## config.mk

```make
export PLATFORM = sky130hd
export DESIGN_NAME = dmem_lsu
export DESIGN_NICKNAME = d
export VERILOG_FILES = /design/src/rtl/lsu_pkg.sv /design/src/rtl/lsu_align.sv /design/src/rtl/dmem_lsu.sv
export SDC_FILE = /design/constraint.sdc
export NUM_CORES = 1
export LEC_CHECK = 0
export CAP_MARGIN = 20
export CORE_UTILIZATION = 40
export DETAILED_ROUTE_END_ITERATION = 6
export GPL_ROUTABILITY_DRIVEN = 0
export MAX_ROUTING_LAYER = met4
export PLACE_DENSITY = 0.77
export SKIP_CTS_REPAIR_TIMING = 1
export SLEW_MARGIN = 20
export SYNTH_ARGS = -nofsm -noshare
export SYNTH_HDL_FRONTEND = slang
export SYNTH_SLANG_ARGS = --single-unit
export TNS_END_PERCENT = 100
```

## constraint.sdc

```tcl
create_clock -name clk -period 2.3 [get_ports clk]
set_input_delay 0.23 -clock clk [delete_from_list [all_inputs] [get_ports clk]]
set_output_delay 0.23 -clock clk [all_outputs]
set_load 0.005 [all_outputs]
```

## src/rtl/lsu_pkg.sv

```systemverilog
// lsu_pkg: shared types and constants for the MEM-stage load/store unit.
//   lsu_state_t : access sequencer states.
//   F3_*        : funct3 encodings for access size and load sign handling.
package lsu_pkg;

   typedef enum logic [1:0] {
      IDLE = 2'd0,
      REQ  = 2'd1,
      WAIT = 2'd2,
      DONE = 2'd3
   } lsu_state_t;

   localparam logic [2:0] F3_B  = 3'b000;
   localparam logic [2:0] F3_H  = 3'b001;
   localparam logic [2:0] F3_W  = 3'b010;
   localparam logic [2:0] F3_BU = 3'b100;
   localparam logic [2:0] F3_HU = 3'b101;

endpackage

```

## src/rtl/lsu_align.sv

```systemverilog
// lsu_align: combinational lane steering for the load/store unit.
//   funct3_i   : access size/sign
//   addr_lo_i  : byte offset within the word
//   we_i       : 1 = store, 0 = load
//   wdata_i    : right-aligned store data
//   rdata_i    : raw bus read word
//   be_o       : byte enables for the access
//   wdata_o    : store data replicated across lanes
//   rdata_o    : load data shifted down and sign/zero extended
//   misalign_o : offset not aligned to the access size
//   illegal_o  : funct3 not a valid load/store encoding
module lsu_align
   import lsu_pkg::*;
(
   input  logic [2:0]  funct3_i,
   input  logic [1:0]  addr_lo_i,
   input  logic        we_i,
   input  logic [31:0] wdata_i,
   input  logic [31:0] rdata_i,
   output logic [3:0]  be_o,
   output logic [31:0] wdata_o,
   output logic [31:0] rdata_o,
   output logic        misalign_o,
   output logic        illegal_o
);

   logic [31:0] shifted;

   always_comb begin
      be_o       = 4'b0000;
      wdata_o    = wdata_i;
      misalign_o = 1'b0;

      if (we_i) begin
         illegal_o = (funct3_i >= 3'b011);
      end else begin
         illegal_o = (funct3_i == 3'b011) || (funct3_i == 3'b110) || (funct3_i == 3'b111);
      end

      // Size is funct3[1:0]; funct3[2] only selects load zero-extension.
      case (funct3_i[1:0])
         2'b00: begin
            be_o    = 4'b0001 << addr_lo_i;
            wdata_o = {4{wdata_i[7:0]}};
         end
         2'b01: begin
            be_o       = 4'b0011 << addr_lo_i;
            wdata_o    = {2{wdata_i[15:0]}};
            misalign_o = addr_lo_i[0];
         end
         2'b10: begin
            be_o       = 4'b1111;
            misalign_o = |addr_lo_i;
         end
         default: begin
            be_o = 4'b0000;
         end
      endcase

      if (illegal_o) begin
         be_o       = 4'b0000;
         misalign_o = 1'b0;
      end
   end

   always_comb begin
      shifted = rdata_i >> {addr_lo_i, 3'b000};
      case (funct3_i)
         F3_B:    rdata_o = {{24{shifted[7]}}, shifted[7:0]};
         F3_H:    rdata_o = {{16{shifted[15]}}, shifted[15:0]};
         F3_BU:   rdata_o = {24'd0, shifted[7:0]};
         F3_HU:   rdata_o = {16'd0, shifted[15:0]};
         default: rdata_o = shifted;
      endcase
   end

endmodule

```

## src/rtl/dmem_lsu.sv

```systemverilog
// dmem_lsu: MEM-stage load/store unit driving a req/gnt/rvalid data bus.
//   clk, reset            : clock, synchronous active-high reset
//   memreadM, memwriteM   : MEM-stage load / store (both set = store)
//   funct3M, addrM        : access size/sign and byte address
//   writedataM            : right-aligned store data
//   readdataM             : extended load result, valid in DONE (0 otherwise)
//   stallM                : hold the pipeline while an access is in flight
//   errM                  : one-cycle pulse on a misaligned/illegal access
//   bus_req/we/addr/wdata/be : registered request, held until bus_gnt
//   bus_gnt, bus_rvalid, bus_rdata : bus handshake and read return
module dmem_lsu
   import lsu_pkg::*;
(
   input  logic        clk,
   input  logic        reset,
   input  logic        memreadM,
   input  logic        memwriteM,
   input  logic [2:0]  funct3M,
   input  logic [31:0] addrM,
   input  logic [31:0] writedataM,
   output logic [31:0] readdataM,
   output logic        stallM,
   output logic        errM,
   output logic        bus_req,
   output logic        bus_we,
   output logic [31:0] bus_addr,
   output logic [31:0] bus_wdata,
   output logic [3:0]  bus_be,
   input  logic        bus_gnt,
   input  logic        bus_rvalid,
   input  logic [31:0] bus_rdata
);

   lsu_state_t  state_q, state_d;
   logic [31:0] addr_q, wdata_q, rdata_q;
   logic [3:0]  be_q;
   logic        we_q;
   logic [2:0]  f3_q;
   logic [1:0]  off_q;

   logic        access, idle;
   logic [2:0]  al_f3;
   logic [1:0]  al_off;
   logic        al_we;
   logic [3:0]  al_be;
   logic [31:0] al_wdata, al_rdata;
   logic        al_misalign, al_illegal, bad, start;

   assign access = memreadM | memwriteM;
   assign idle   = (state_q == IDLE);

   // One aligner serves both directions: in IDLE it checks and steers the
   // incoming request, afterwards it extracts load data with latched size/offset.
   assign al_f3  = idle ? funct3M    : f3_q;
   assign al_off = idle ? addrM[1:0] : off_q;
   assign al_we  = idle ? memwriteM  : we_q;

   lsu_align u_align (
      .funct3_i   (al_f3),
      .addr_lo_i  (al_off),
      .we_i       (al_we),
      .wdata_i    (writedataM),
      .rdata_i    (bus_rdata),
      .be_o       (al_be),
      .wdata_o    (al_wdata),
      .rdata_o    (al_rdata),
      .misalign_o (al_misalign),
      .illegal_o  (al_illegal)
   );

   assign bad   = al_misalign | al_illegal;
   assign start = !reset && idle && access && !bad;

   always_comb begin
      state_d = state_q;
      stallM  = 1'b0;
      errM    = 1'b0;
      case (state_q)
         IDLE: begin
            if (access) begin
               if (bad) begin
                  errM = 1'b1;
               end else begin
                  stallM  = 1'b1;
                  state_d = REQ;
               end
            end
         end
         REQ: begin
            stallM = 1'b1;
            if (bus_gnt) state_d = we_q ? DONE : WAIT;
         end
         WAIT: begin
            stallM = 1'b1;
            if (bus_rvalid) state_d = DONE;
         end
         DONE: begin
            state_d = IDLE;
         end
         default: begin
            state_d = IDLE;
         end
      endcase
      if (reset) begin
         state_d = IDLE;
         stallM  = 1'b0;
         errM    = 1'b0;
      end
   end

   always_ff @(posedge clk) begin
      if (reset) begin
         state_q <= IDLE;
         addr_q  <= 32'd0;
         wdata_q <= 32'd0;
         be_q    <= 4'd0;
         we_q    <= 1'b0;
         f3_q    <= 3'd0;
         off_q   <= 2'd0;
         rdata_q <= 32'd0;
      end else begin
         state_q <= state_d;
         if (start) begin
            addr_q  <= {addrM[31:2], 2'b00};
            wdata_q <= memwriteM ? al_wdata : 32'd0;
            be_q    <= al_be;
            we_q    <= memwriteM;
            f3_q    <= funct3M;
            off_q   <= addrM[1:0];
            rdata_q <= 32'd0;
         end else if ((state_q == WAIT) && bus_rvalid) begin
            rdata_q <= al_rdata;
         end
      end
   end

   assign bus_req   = (state_q == REQ);
   assign bus_we    = we_q;
   assign bus_addr  = addr_q;
   assign bus_wdata = wdata_q;
   assign bus_be    = be_q;
   // Only the DONE cycle presents a result; everything else reads as 0.
   assign readdataM = (state_q == DONE) ? rdata_q : 32'd0;

endmodule

```

==> flow_summary.yaml <==
power:
  peakVddDrop_mv: 0.618
  power_mw: 9.40
  power_density_nw_per_um2: 1150
  leakagePower_nw: 3.11
synthesis:
  synthArstFlopShare_pct: 0
  yosysSeqAreaShare_pct: 40.1
  ys_ff_latch: 106
  synth_commonest_cells: "dfxtp_1 (106), nor2_1 (71), nand2_1 (66), mux2i_1 (62), and2_1 (34)"
  synth_cell_types: 44
  yosysTopAreaCell: "dfxtp_1"
  synth_ff_type: "dfxtp_1"
  post-synth-top-count-cell: "dfxtp_1"
  avgSynthCellArea_um2: 9.05
  netlist_area_um2: 5290
  synth_area_leaders: "dfxtp_1 (40%), mux2i_1 (12%), nor2_1 (5.0%)"
  synth-edff-count: 0
  synth_top_area_share_pct: 40.1
  yosys_warnings: 0
  netlist_instances: 584
timing:
  holdWs_ps: 242
  final.period_utilization_pct: 100
  clock_skew_ps: 4.72
  timing_hold_violations_final: 0
  worst_slew_pin_slew_ps: 591
  setup_ws_ps: -1.76
  period_minus_slack_ps: 2300
  fmax_mhz: 434
  maxSlewHeadroom_pct: 59.6
  slew_violations: 0
  finalSetupViolCount: 3
  grt_setup_unrepaired: "true"
route:
  totalWireLength_um: 16200
  drt-initial-drc-count: 262
  detail-route-antenna-nets: 0
  post_drt_wl_per_cell_um: 16.5
  drc: 0
  vias_per_cell: 5.22
  vias: 5118
  drtPass1Iterations: 5
cells_and_area:
  multiInputGateArea_um2: 2970
  drive_gt1_share_pct: 13.5
  fill_cells: 1028
  syn2layout_area_growth_pct: 54.2
  seq_area_um2: 2130
  final_nets: 913
  n_antenna_cell: 0
worst_setup_path:
  required_ps: 2540
  reg2reg_from: "state_q[1]$_SDFFE_PP0P_"
  worstSetupPathType: "flip-flop to flip-flop"
  worst_r2r_path_depth: 9
  crit_fanout: 8
  r2r_slack_ps: -2
  critPathCaptureType: "flip-flop"
  arrival_ps: 2540
  r2r-end: "rdata_q[29]$_SDFFE_PP0P_"
  startpoint_type: "flip-flop"
run_status:
  status: "finished, violations left"
  violations: "negative setup slack"
global_routing:
  overflow: 0
  grt_max_degree: 35
  grt_pass1_wl_um: 24300
  grt_antenna_before_repair: 0
  grt_util_all_layers_pct: 23.6
  grt_pass1_vias: 4924
floorplanning:
  dieArea_um2: 13700
  die_w_um: 117
  ios: 209
  die_y_um: 117
  core_area_um2: 12800
  placementRows: 41
  start_util_pct: 41.4
worst_hold_path:
  min_path_type: "input port to flip-flop"
  min_to: "f3_q[0]$_SDFFE_PP0P_"
  min_path_cells: 2
  min_from: "reset"
cts:
  clock_path_buffers: 2
  cts_tree: "done"
  clk_pin_slew_worst_paths_ps: 70
  ctsRootBufferMaster: "clkbuf_16"
  clock_latency_ps: 350
  tritoncts.num_buffers: 9
  clkSinkCount: 106
  htreeDepth: 3
run:
  maxCapViolCount: 0
place:
  port_buffers: 206
  dpl.hpwl_um: 11900
[flip-flops by register name, indices dropped and copies added, names as in the netlist]
| signal | count |
|---|---|
| bus_addr | 30 |
| bus_be | 4 |
| bus_wdata | 32 |
| bus_we | 1 |
| f3_q | 3 |
| off_q | 2 |
| rdata_q | 32 |
| state_q | 2 |
[cells in the final DEF (no fill, tap or decap), drive strengths merged]
cell type | Yosys | layout
clkdlybuf4s50 | 0 | 203
a22o | 17 | 17
nor4 | 1 | 1
mux2 | 3 | 3
and3 | 1 | 1
clkinv | 0 | 3
o2bb2ai | 24 | 24
or2 | 1 | 1
nor2 | 72 | 72
a311oi | 3 | 3
mux2i | 66 | 66
a31o | 1 | 1
a31oi | 3 | 3
o21ai | 1 | 1
clkinvlp | 0 | 1
nor3 | 4 | 4
nor3b | 13 | 13
conb | 1 | 2
buf | 25 | 49
clkbuf | 23 | 12
a22oi | 1 | 1
a21o | 9 | 9
nand3 | 16 | 16
a21oi | 20 | 20
dfxtp | 106 | 106
o22ai | 26 | 26
nand2b | 3 | 3
a211oi | 26 | 26
dlymetal6s2s | 0 | 2
a2111oi | 2 | 2
ha | 5 | 5
inv | 9 | 10
o311ai | 1 | 1
nand2 | 66 | 66
a221oi | 1 | 1
and2 | 34 | 34
[worst max-delay path by stage]
stage,slack (ps),to,depth (start not counted),startpoint
floorplan,8,rdata_q[21]$_SDFFE_PP0P_,9,state_q[0]$_SDFFE_PP0P_
global placement,-160,errM,6,addrM[1]
detailed placement,-150,bus_addr[7]$_SDFFE_PP0P_,8,addrM[0]
CTS,-420,stallM,8,state_q[1]$_SDFFE_PP0P_
global route,-120,errM,9,state_q[0]$_SDFFE_PP0P_
finish,-2,rdata_q[29]$_SDFFE_PP0P_,9,state_q[1]$_SDFFE_PP0P_
[critical path: stages (launching register included)]
cell and delay (ps):
dfxtp_2 330, inv_2 70, ha_4 160, buf_6 110, mux2i_4 320, mux2i_4 340, mux2i_4 120, a221oi_4 430
clkbuf_16 240, a211oi_2 60
[cell families after synthesis]
| kind of cell | synth area share, % |
|---|---|
| multiplexers | 13.9 |
| flip-flops | 40.1 |
| buffers and inverters | 5.51 |
| other | 0.0709 |
| AO/OA/AOI/OAI | 20.9 |
| AND/OR/NAND/NOR | 18.3 |
| adder cells (fa/ha/maj) | 1.18 |
[power by group]
part / switching (mW) / internal [mW]
Clock: 0.680 / 0.799
Sequential: 0.304 / 2.35
Combinational: 2.57 / 2.70
[layer usage]
layer	up-vias	global-route usage, %	part of all wire [%]
met4	0	7.09	2.0
met1	2402	29.1	42
li1	2507	-	-
met2	183	39.0	51
met5	-	-	0
met3	26	4.63	4.9
[layout make-up]
type	count	share of cell area [%]
Timing Repair Buffer	255	30.8
Clock inverter	5	0.460
Multi-Input combinational cell	422	36.4
Inverter	9	0.445
Sequential cell	106	26.1
Tap cell	172	2.64
Clock buffer	11	3.10
[per-stage QoR]
stage,cell area [um2],setup WS [ps],std cells,TNS [ps],utilization (%)
finish,8150,-1.76,980,-3.77,63.8
global route,8150,-116,980,-2660,63.8
CTS,7980,-419,972,-2880,62.5
detailed placement,7690,-149,956,-5630,60.2
global placement,7690,-158,956,-2410,60.2
floorplan,5310,7.79,585,0,-
Note: power is estimated with default switching activity, not from simulation.
